## config.mk

```make
export PLATFORM = sky130hd
export DESIGN_NAME = gate_sweep_ctrl
export DESIGN_NICKNAME = d
export VERILOG_FILES = /design/src/rtl/gate_sweep_ctrl.sv
export SDC_FILE = /design/constraint.sdc
export NUM_CORES = 1
export LEC_CHECK = 0
export CAP_MARGIN = 15
export CORE_MARGIN = 1
export CORE_UTILIZATION = 55
export DETAILED_ROUTE_END_ITERATION = 12
export GPL_TIMING_DRIVEN = 1
export PLACE_DENSITY = 0.78
export SETUP_SLACK_MARGIN = 0.15
export SLEW_MARGIN = 10
export SYNTH_ARGS = -nofsm -noshare
export SYNTH_HDL_FRONTEND = slang
export SYNTH_SLANG_ARGS = --single-unit
```

## constraint.sdc

```tcl
create_clock -name clk -period 2.2 [get_ports clk]
set_input_delay 0.22 -clock clk [delete_from_list [all_inputs] [get_ports clk]]
set_output_delay 0.22 -clock clk [all_outputs]
set_load 0.005 [all_outputs]
```

## src/rtl/gate_sweep_ctrl.sv

```systemverilog
// gate_sweep_ctrl: clocked exhaustive sweep of a gate input vector with a
// self-checking compare of reference vs. gate-level output per vector.
module gate_sweep_ctrl #(
   parameter int unsigned N_IN   = 2,
   parameter int unsigned SETTLE = 1
) (
   input  logic            clk,
   input  logic            rst_n,
   input  logic            start,
   input  logic            s_ref,
   input  logic            s_dut,
   output logic [N_IN-1:0] vec_out,
   output logic            busy,
   output logic            sample_stb,
   output logic            done,
   output logic            pass,
   output logic [N_IN:0]   err_count,
   output logic [N_IN-1:0] first_err_vec
);

   localparam logic [N_IN-1:0] LastVec    = '1;
   localparam logic [3:0]      SettleInit = 4'(SETTLE - 1);

   typedef enum logic [1:0] {StIdle, StSettle, StSample, StDone} state_t;

   state_t     state;
   logic [3:0] settle_cnt;
   logic       launch;

   // A new sweep is accepted from IDLE, or from DONE once done is visible
   // (busy still high in the first DONE cycle, so start is ignored there).
   always_comb begin
      launch = start && ((state == StIdle) || ((state == StDone) && !busy));
   end

   // Sweep sequencer with registered outputs.
   always_ff @(posedge clk or negedge rst_n) begin
      if (!rst_n) begin
         state         <= StIdle;
         settle_cnt    <= '0;
         vec_out       <= '0;
         busy          <= 1'b0;
         sample_stb    <= 1'b0;
         done          <= 1'b0;
         pass          <= 1'b0;
         err_count     <= '0;
         first_err_vec <= '0;
      end else begin
         sample_stb <= 1'b0;
         if (launch) begin
            state         <= StSettle;
            settle_cnt    <= SettleInit;
            vec_out       <= '0;
            busy          <= 1'b1;
            done          <= 1'b0;
            pass          <= 1'b0;
            err_count     <= '0;
            first_err_vec <= '0;
         end else begin
            unique case (state)
               StIdle: begin
               end
               StSettle: begin
                  if (settle_cnt == 4'd0) begin
                     state      <= StSample;
                     sample_stb <= 1'b1;
                  end else begin
                     settle_cnt <= settle_cnt - 4'd1;
                  end
               end
               StSample: begin
                  if (s_ref != s_dut) begin
                     err_count <= err_count + 1'b1;
                     if (err_count == '0) begin
                        first_err_vec <= vec_out;
                     end
                  end
                  if (vec_out == LastVec) begin
                     state <= StDone;
                  end else begin
                     vec_out    <= vec_out + 1'b1;
                     settle_cnt <= SettleInit;
                     state      <= StSettle;
                  end
               end
               StDone: begin
                  // First DONE cycle publishes the result; busy drops with it.
                  if (busy) begin
                     busy <= 1'b0;
                     done <= 1'b1;
                     pass <= (err_count == '0);
                  end
               end
               default: state <= StIdle;
            endcase
         end
      end
   end

endmodule
```

# Word level (Yosys, flattened, before mapping)
# Cells that the tools add are included.
[word_totals] ff_bits=17 in_bits=5 output_inout_bits=11 wordCells=69
[op_classes] add_sub_neg=3 eq_ne=9 muxes=29 reduce_logical=19
[ops] cell="two-way mux 2 bit" count=10
[ops] cell="two-way mux 4 bit" count=3
[ops] cell="two-way mux 1 bit" count=11
[ops] cell="nonzero test 2 bit" count=5
[ops] cell="two-way mux 3 bit" count=3
[ops] cell="inequality test 3 bit (second input constant)" count=3
[ops] cell="case mux 4 bit (2 select lines)" count=1
[ops] cell="AND reduction 2 bit" count=4
[ops] cell="== test 2 bit (second input constant)" count=3
[ops] cell="AND reduction 3 bit" count=2
[ops] cell="zero test 4 bit" count=1
[ops] cell="case mux 2 bit (2 select lines)" count=1
[ops] cell="subtractor 4 x 1 -> 4 bit (second input constant)" count=1
[ops] cell="adder 3 x 1 -> 3 bit (second input constant)" count=1
[ops] cell="zero test 3 bit" count=1
[ops] cell="nonzero test 3 bit" count=1
[ops] cell="adder 2 x 1 -> 2 bit (second input constant)" count=1
[ops] cell="== test 2 x 1 -> 1 bit (second input constant)" count=1
[ops] cell="logical AND 1 bit" count=2
[ops] cell="zero test 2 bit" count=1
[ops] cell="inequality test 2 bit (second input constant)" count=1
[ops] cell="zero test 1 bit" count=1
[ops] cell="logical OR 1 bit" count=1
[ops] cell="inequality test 1 bit" count=1

# Depth between registers and ports, before layout
# Gate-level depths: netlist of run 1.
[depth] depth_word=6 depth_mapped=5 mapped_depth_nobuf=5

# Worst setup path before layout of run 1
# No wires, ideal clock.
[synth_path] kind="register to register" startpoint="register settle_cnt[0]" endpoint="register state[0]" setup_ns=0.127 arrival_ns=1.337 t_required_ns=2.073 setup_slack_ns=0.736 stages_incl_launch_ff=6 path_buffers=0 synth_period_minus_slack_ns=1.464 cell_sequence="dfrtp_1 > inv_1 > ha_1 > nor3b_1 > a21oi_1 > or2_2"
[synth_between] elab_chain_len=3
[synth_rtl] element="start, declared" line="27" text="logic [3:0] settle_cnt;"
[synth_rtl] element="start signal, assigned" line="52" text="settle_cnt <= SettleInit;"
[synth_rtl] element="start signal, assigned" line="68" text="settle_cnt <= settle_cnt - 4'd1;"
[synth_rtl] element="start signal, assigned" line="82" text="settle_cnt <= SettleInit;"
[synth_rtl] element="zero test 4 bit" line="64" text="if (settle_cnt == 4'd0) begin"
[synth_rtl] element="inequality test 3 bit (no line)"
[synth_rtl] element="AND reduction 2 bit (no line)"
[synth_rtl] element="end signal, assigned" line="65" text="state <= StSample;"
[synth_rtl] element="end signal, assigned" line="79" text="state <= StDone;"
[synth_rtl] element="end signal, assigned" line="83" text="state <= StSettle;"
[synth_rtl] element="end, declared" line="26" text="state_t state;"
# No other way between the ends.
# A chain may end at the register's enable or synchronous reset.

# Final worst setup path of run 1
[layout_path] startpoint="register state[1]" endpoint="register settle_cnt[3]"
[layout_between] elab_chain_len=6 elab_cells_between_ends=13 classes_between="eq/ne: 5; mux: 2; reduce/logical: 6"
[layout_rtl] element="start signal, assigned" line="39" text="state <= StIdle;"
[layout_rtl] element="start signal, assigned" line="51" text="state <= StSettle;"
[layout_rtl] element="start signal, assigned" line="65"
[layout_rtl] element="== test 2 bit" line="33" text="launch = start && ((state == StIdle) || ((state == StDone) && !busy));"
[layout_rtl] element="logical AND 1 bit" line="33"
[layout_rtl] element="logical OR 1 bit" line="33"
[layout_rtl] element="logical AND 1 bit" line="33"
[layout_rtl] element="inequality test 3 bit (no line) / nonzero test 3 bit (equally long branches)"
[layout_rtl] element="AND reduction 3 bit (no line)"
# Parallel ways exist; a longest one is shown, timed or not.

==> results of run 1 <==
-- per-layer routing --
metal / track usage (%) / wire length (um)
met1: 29.8 / 931
met2: 34.3 / 820
met3: 7.50 / 73
met4: 5.45 / 12
met5: 0 / 0
-- registers in the layout, indices dropped and copies added, names as in the netlist --
name           cells
settle_cnt         4
err_count          3
first_err_vec      2
state              2
vec_out            2
busy               1
done               1
pass               1
sample_stb         1
-- cells by family after synthesis --
kind of cell | after synthesis
XOR/XNOR | 3
buffers and inverters | 13
adder cells (fa/ha/maj) | 5
flip-flops | 17
AND/OR/NAND/NOR | 33
AO/OA/AOI/OAI | 32
-- cell type report --
class | instances | area (um^2)
clock buffer | 3 | 22.5
inverter | 8 | 30.0
fill | 126 | 429
tap | 16 | 20.0
sequential | 17 | 425
multi-input combinational | 73 | 487
timing repair buffer | 16 | 158
clock inverter | 1 | 5.00
-- power by group --
group / internal (uW) / total (uW) / switching (uW) / leakage [uW]
clock network: 67.8 / 165 / 97.5 / 0.0000177
registers: 431 / 561 / 131 / 0.000218
logic: 367 / 679 / 312 / 0.000261
total: 865 / 1410 / 541 / 0.000496
-- worst max-delay path: stages (launching register included) --
cell,delay [ns]
dfrtp_1,0.53
nand2b_1,0.37
or4_1,0.56
a211oi_2,0.25
-- cells in the mapped netlist, drive strengths merged --
library cell	count
a211oi	1
a21o	1
a21oi	12
a22o	1
and3b	1
buf	4
clkbuf	1
dfrtp	17
ha	5
inv	8
nand2	4
nand2b	2
nand3	4
nand3b	2
nand4bb	1
nor2	4
nor2b	2
nor3	1
nor3b	1
nor4b	1
nor4bb	1
o211ai	3
o21a	1
o21ai	10
o22ai	1
o2bb2ai	1
o32ai	1
or2	2
or3	3
or3b	2
or4	2
xnor2	2
xor2	1
-- stage by stage --
| step | cell area [um^2] | hold slack [ns] | total power, uW | std cells |
|---|---|---|---|---|
| 2_1_floorplan | 966 | -0.0756 | 996 | 103 |
| 3_3_place_gp | 1120 | 0.529 | 1220 | 130 |
| 3_5_place_dp | 1120 | 0.512 | 1250 | 130 |
| 4_1_cts | 1150 | 0.377 | 1420 | 134 |
| 5_1_grt | 1150 | 0.414 | 1520 | 134 |
| 6_report | 1150 | 0.359 | 1410 | 134 |
-- worst paths after layout --
kind / from / to / slack, ns / cells past startpoint
setup / recovery: state[1] / settle_cnt[3] / 0.40 / 3
hold / removal: rst_n / settle_cnt[2] / 0.36 / 1
setup reg to reg: state[1] / settle_cnt[3] / 0.40 / 3
hold reg to reg: pass / pass / 0.54 / 1
max in group asynchronous: rst_n / err_count[1] / 1.38 / 1
min in group clk: pass / pass / 0.54 / 1
==> impl_results.md, run 1 <==
* Worst Tran Pin Value at 0.747 ns
* Initial Util at 61.3%
* Outcome: complete, no violations
* Top cell type by total area after synthesis: dfrtp_1
* P_leak at 0.000496 uW
* Post-cts sizing count at 0
* Seq/Total Area, Yosys at 44.0%
* Max_slew headroom at 50.0%
* # IOs at 16
* Post-synthesis simple-gate area fraction at 21.2%
* Crit path capture type: flop
* Syn_area_per_cell at 9.38 um^2
* Die area at 1930 um^2
* Post-synthesis xor/xnor area fraction at 2.72%
* Site row count at 14
* Mux cell area share after synthesis at 0%
* PwrDens at 1230 nW/um^2
* Vias per inst at 5.72
* Fin nets at 129
* IO buf count at 15
* Synth unique cells at 34
* Number of routed nets with antenna violations at 0
* Routability Congestion at 0.828
* Largest family of logic cells by synthesized area: simple AND/OR/NAND/NOR gates
* HP Class: in -> async
* Initial DRC count at 16
* DRT Pass-1 Iters at 6
* Crit-path max FO at 16
* Synth Net Count at 113
* Cells after Synth at 103
* Synthesis Warnings at 0
* CTS Buf Count at 3
* Hold Vio Cnt, Final at 0
* Worst Slack Setup Final at 0.404 ns
* Final Critical Period at 1.80 ns
* Commonest non-fill, non-tap cell in the layout: dfrtp_1
* Vias in the first global route at 692
* CTS H-Tree Depth at 1
* First-pass GRT wire length at 3.06 mm
* Complex-gate fraction of the synthesized area at 19.9%
* Final WL at 1.84 mm
* Clk sinks at 17
* Worst VDD drop at 0.000853 V
* Clock Root Buffer: clkbuf_4
* CTS Hold Bufs at 0
* Max clock buf depth at 2
* #FFs+latches synth at 17
* CP Data Required Time at 2.41 ns
* GR Overflow Total at 0
* Area share of the largest cell type after synthesis at 44.0%
* Fin crit share at 81.7%
* Slew Limit Fails at 0
* Pre-CTS setup slack at 0.444 ns
* Final routed DRC violation total at 0
* Most frequent cells in the layout: dfrtp_1 (17), clkdlybuf4s50_1 (15), a21oi_1 (12)
* Antenna Cells at 0
* Core Util, Final at 72.8%
* Largest net degree at the start of global routing at 18
* Synth Cell Area at 966 um^2
* All-Layer GR Usage at 22.0%
* DP Wirelength at 1.36 mm
* Antenna violations before repair at 0
* Final setup fails at 0
* Die height at 43.9 um
* Buffer count from post-CTS setup fixing at 0
* Share of cells above drive strength 1 at 7.63%
* Layout area overhead at 18.8%
* Fmax at 557 MHz
* Drt wl/cell at 13.7 um
* Worst-Skew Late Latency at 0.29 ns
* Adder-cell share of the synthesized area at 6.48%
* Via count at 766
* Max Clock Skew at 0.000567 ns
* RSZ-0062 raised after global routing: false
* Max-cap violations at 0
* Core area at 1580 um^2
* Clk slew on worst S/H paths at 0.09 ns
* Setup TNS at 0 ns
* CTS tree: built
* Synth top area cells: dfrtp_1 (44%), ha_1 (6.5%), a21oi_1 (6.2%), o21ai_0 (5.2%), inv_1 (3.1%)
* Worst endpoint data arrival time at 2.01 ns
* Die X at 43.9 um
* CP Launch Type: flop
* Crit Path Class: reg -> reg
(Power assumes the default switching activity.)
==> run 2: changes to the inputs <==
--- a/config.mk
+++ b/config.mk
@@ -7,10 +7,10 @@
 export LEC_CHECK = 0
 export CAP_MARGIN = 15
 export CORE_MARGIN = 1
-export CORE_UTILIZATION = 55
+export CORE_UTILIZATION = 51
 export DETAILED_ROUTE_END_ITERATION = 12
 export GPL_TIMING_DRIVEN = 1
-export PLACE_DENSITY = 0.78
+export PLACE_DENSITY = 0.73
 export SETUP_SLACK_MARGIN = 0.15
 export SLEW_MARGIN = 10
 export SYNTH_ARGS = -nofsm -noshare
==> constraint.sdc (replaced) <==
create_clock -name clk -period 1.8 [get_ports clk]
set_input_delay 0.18 -clock clk [delete_from_list [all_inputs] [get_ports clk]]
set_output_delay 0.18 -clock clk [all_outputs]
set_load 0.005 [all_outputs]
==> impl_results.md, run 2 (synthesis results as in run 1) <==
* Drt wl/cell at 14.2 um
* Slew Limit Fails at 0
* Total placed cells including tap cells at 143
* HP Class: in -> async
* CTS H-Tree Depth at 1
* Register name with the most flops: settle_cnt
* Fin nets at 134
* Max_slew headroom at 70.7%
* Slowest Stage Delay on Critical Path at 0.48 ns
* Die area at 2070 um^2
* CP Data Required Time at 2.02 ns
* Layout area overhead at 24.6%
* Initial Util at 55.3%
* Fin crit share at 87.3%
* First-pass GRT wire length at 3.52 mm
* Worst Tran Pin Value at 0.440 ns
* Max reg flops at 4
* CP cell instances: inv_1, ha_1, nor3b_2, or4_1, a21oi_1
* CTS tree: built
* Vias per inst at 5.70
* IO buf count at 15
* Final routed DRC violation total at 0
* Share of cells above drive strength 1 at 13.0%
* RSZ-0062 raised after global routing: false
* Via count at 844
* Crit-path max FO at 5
* Final setup fails at 0
* CP max stage cell: or4_1
* Clk slew on worst S/H paths at 0.10 ns
* Largest net degree at the start of global routing at 18
* Clock Root Buffer: clkbuf_4
* PwrDens at 1520 nW/um^2
* CTS Buf Count at 3
* DP Wirelength at 1.46 mm
* Max Clock Skew at 0.00577 ns
* Antenna violations before repair at 0
* All-Layer GR Usage at 24.2%
* # IOs at 16
* Worst endpoint data arrival time at 1.79 ns
* Antenna Cells at 0
* Vias in the first global route at 731
* DRT Pass-1 Iters at 4
* Clk sinks at 17
* Number of routed nets with antenna violations at 0
* Most frequent cells in the layout: dfrtp_1 (16), clkdlybuf4s50_1 (15), a21oi_1 (12)
* Max-cap violations at 0
* Biggest regs: settle_cnt (4), err_count (3)
* Commonest non-fill, non-tap cell in the layout: dfrtp_1
* Hold Vio Cnt, Final at 0
* Crit Path Class: reg -> reg
* Die X at 45.5 um
* Fmax at 637 MHz
* Die height at 45.5 um
* Routability Congestion at 0.821
* Worst-Skew Late Latency at 0.30 ns
* Worst VDD drop at 0.000931 V
* Core area at 1750 um^2
* Crit path capture type: flop
* Final Critical Period at 1.57 ns
* GR Overflow Total at 0
* P_leak at 0.000521 uW
* Non-filler cells, final at 148
* Initial DRC count at 31
* Outcome: complete, no violations
* Final WL at 2.10 mm
* FILL cells at 152
* Site row count at 15
* Setup TNS at 0 ns
* Max clock buf depth at 2
* CP Launch Type: flop
run 2: worst max-delay path, delay by kind of cell (launching register included):
| family | cells | cell delay, ns |
|---|---|---|
| adder cells (fa/ha/maj) | 1 | 0.22 |
| flip-flops | 1 | 0.37 |
| AND/OR/NAND/NOR | 2 | 0.66 |
| AO/OA/AOI/OAI | 1 | 0.15 |
| buffers and inverters | 1 | 0.08 |
run 2: timing repair:
action,in CTS,in global routing
hold buffers,0,0
buffers inserted,0,1
cloned,0,0
endpoints found under the setup margin,1,3
gates resized for setup,1,2
run 2: area by class of cell:
type | instances | area, um^2 | area share [%]
Multi-Input combinational cell | 73 | 494 | 41.1
Inverter | 8 | 30.0 | 2.49
Sequential cell | 17 | 427 | 35.4
Clock buffer | 4 | 26.3 | 2.18
Timing Repair Buffer | 21 | 195 | 16.2
Tap cell | 25 | 31.3 | 2.60
run 2: final timing paths:
check,startpoint,end,slack [ns],depth (start not counted)
max,settle_cnt[0],settle_cnt[2],0.23,5
min,rst_n,first_err_vec[0],0.20,2
max reg2reg,settle_cnt[0],settle_cnt[2],0.23,5
min reg2reg,first_err_vec[0],first_err_vec[0],0.55,2
max in group asynchronous,rst_n,state[1],1.40,2
min in group clk,first_err_vec[0],first_err_vec[0],0.55,2
run 2: per-layer routing:
| metal | vias to the layer above | wire (um) | track usage, % |
|---|---|---|---|
| met1 | 408 | 980 | 32.9 |
| met5 | - | 0 | 0 |
| met3 | 5 | 103 | 5.16 |
| met4 | 0 | 36 | 12.1 |
| li1 | 405 | - | - |
| met2 | 26 | 981 | 36.0 |
run 2: through the flow:
| step | hold WS (ns) | setup slack (ns) | util [%] | power [uW] | cell area, um^2 |
|---|---|---|---|---|---|
| after floorplan | -0.116 | 0.336 | - | 1220 | 966 |
| after global placement | 0.524 | 0.217 | 66.5 | 1540 | 1160 |
| after detailed placement | 0.534 | 0.148 | 66.5 | 1580 | 1160 |
| after CTS | 0.208 | 0.193 | 68.3 | 1810 | 1190 |
| after global routing | 0.220 | 0.151 | 69.0 | 1980 | 1200 |
| final | 0.200 | 0.229 | 69.0 | 1830 | 1200 |
run 2: where the power goes:
| group | total [uW] | internal (uW) | leakage [uW] | switching, uW |
|---|---|---|---|---|
| clock network | 213 | 86.4 | 0.0000150 | 126 |
| logic | 923 | 506 | 0.000289 | 417 |
| registers | 690 | 528 | 0.000217 | 161 |
==> run 3: changes to the inputs <==
--- a/config.mk
+++ b/config.mk
@@ -6,11 +6,10 @@
 export NUM_CORES = 1
 export LEC_CHECK = 0
 export CAP_MARGIN = 15
-export CORE_MARGIN = 1
 export CORE_UTILIZATION = 51
 export DETAILED_ROUTE_END_ITERATION = 12
 export GPL_TIMING_DRIVEN = 1
-export PLACE_DENSITY = 0.73
+export PLACE_DENSITY_LB_ADDON = 0.25
 export SETUP_SLACK_MARGIN = 0.15
 export SLEW_MARGIN = 10
 export SYNTH_ARGS = -nofsm -noshare
==> impl_results.md, run 3 (synthesis results as in run 1) <==
* Outcome: complete, no violations
* Initial Util at 55.3%
* Biggest regs: settle_cnt (4), err_count (3)
* Site row count at 15
* Grt met1 use at 31.7%
* PwrDens at 1520 nW/um^2
* Die X at 45.5 um
* Hold Vio Cnt, Final at 0
* Largest net degree at the start of global routing at 18
* Initial DRC count at 17
* Die area at 2070 um^2
* Crit Path Class: reg -> reg
* Fmax at 637 MHz
* Core Util, Final at 69.0%
* CTS Buf Count at 3
* Worst endpoint data arrival time at 1.73 ns
* Number of routed nets with antenna violations at 0
* Share of cells above drive strength 1 at 15.6%
* Antenna violations before repair at 0
* Max_slew headroom at 70.1%
* Worst VDD drop at 0.00104 V
* Grt met2 use at 38.0%
* GR Overflow Total at 0
* CP Data Required Time at 1.96 ns
* RSZ-0062 raised after global routing: true
* Max Clock Skew at 0.00216 ns
* Vias per inst at 5.56
* Clock Root Buffer: clkbuf_4
* Vias in the first global route at 762
* Slew Limit Fails at 0
* GRT met3 Usage at 3.97%
* DP Wirelength at 1.46 mm
* Max-cap violations at 0
* Most frequent cells in the layout: clkdlybuf4s50_1 (15), dfrtp_1 (14), a21oi_1 (11)
* CP Launch Type: flop
* Final setup fails at 0
* Clk sinks at 17
* Final WL at 2.05 mm
* Clk slew on worst S/H paths at 0.10 ns
* Worst reg2reg path depth at 5
* Worst Tran Pin Value at 0.448 ns
* Commonest non-fill, non-tap cell in the layout: clkdlybuf4s50_1
* GR peak layer: met2
* HP Class: in -> async
* Register name with the most flops: settle_cnt
* Max clock buf depth at 2
* IO buf count at 15
* All-Layer GR Usage at 23.6%
* Routability Congestion at 0.764
* CTS H-Tree Depth at 1
* Core area at 1750 um^2
* Seq. cell area at 429 um^2
* Final Critical Period at 1.57 ns
* Max reg flops at 4
* Die height at 45.5 um
* FILL cells at 152
* Multi-input logic area at 500 um^2
* Fin crit share at 87.2%
* Setup TNS at 0 ns
* Crit-path max FO at 3
* Crit path capture type: flop
* DRT Pass-1 Iters at 4
* Final routed DRC violation total at 0
* Via count at 817
* CTS Hold Bufs at 0
* CTS tree: built
* # IOs at 16
* P_leak at 0.000513 uW
* Fin nets at 133
* Layout area overhead at 24.7%
* Drt wl/cell at 13.9 um
* Antenna Cells at 0
* Worst-Skew Late Latency at 0.29 ns
* First-pass GRT wire length at 3.45 mm
==> run 3: cell count changes in the layout (fill, tap and decap cells not counted) <==
cell / delta
a21oi_1: -1
a21oi_2: +1
buf_4: -1
dfrtp_1: -2
dfrtp_2: +2
ha_1: -1
ha_2: +1
==> run 3: worst max-delay path: stages, from the launching register on <==
cell and delay [ns]:
dfrtp_1 0.40, inv_1 0.11, ha_2 0.19, or3b_2 0.50, a21oi_2 0.17, nor4b_1 0.06
==> run 3: layout make-up <==
| cell class | count | area share [%] |
|---|---|---|
| Clock buffer | 4 | 2.18 |
| Inverter | 8 | 2.49 |
| Multi-Input combinational cell | 73 | 41.5 |
| Sequential cell | 17 | 35.6 |
| Tap cell | 25 | 2.60 |
| Timing Repair Buffer | 20 | 15.6 |
==> run 3: worst paths after layout <==
kind | slack, ns | to | from
worst max-delay path | 0.23 | settle_cnt[0] | settle_cnt[0]
max in group asynchronous | 1.39 | state[0] | rst_n
min in group clk | 0.55 | pass | pass
worst max register to register | 0.23 | settle_cnt[0] | settle_cnt[0]
worst min register to register | 0.55 | pass | pass
worst min-delay path | 0.20 | first_err_vec[1] | rst_n
==> run 3: routing by layer <==
metal / up-vias / wire length, um
met3: 4 / 73
met5: - / 0
met4: 0 / 19
met1: 387 / 950
li1: 403 / -
met2: 23 / 1000
==> run 3: where the power goes <==
part           switching (uW)  internal, uW  total (uW)  leakage, uW
clock network             122          86.1         208    0.0000150
logic                     414           508         922     0.000283
registers                 164           532         695     0.000215
==> run 3: repair_timing <==
| action | in CTS | in global routing |
|---|---|---|
| pin swaps | 0 | 1 |
| setup buffers | 0 | 1 |
| endpoints found under the setup margin | 2 | 3 |
| resized for setup | 1 | 6 |
==> run 3: per-stage QoR <==
| stage | hold slack [ns] | std cells | power (uW) | cell area, um^2 | setup slack [ns] |
|---|---|---|---|---|---|
| floorplan | -0.116 | 103 | 1220 | 966 | 0.336 |
| global placement | 0.523 | 142 | 1520 | 1150 | 0.201 |
| detailed placement | 0.521 | 142 | 1580 | 1150 | 0.138 |
| CTS | 0.208 | 146 | 1800 | 1180 | 0.194 |
| global route | 0.205 | 147 | 2000 | 1200 | 0.148 |
| finish | 0.202 | 147 | 1830 | 1200 | 0.230 |
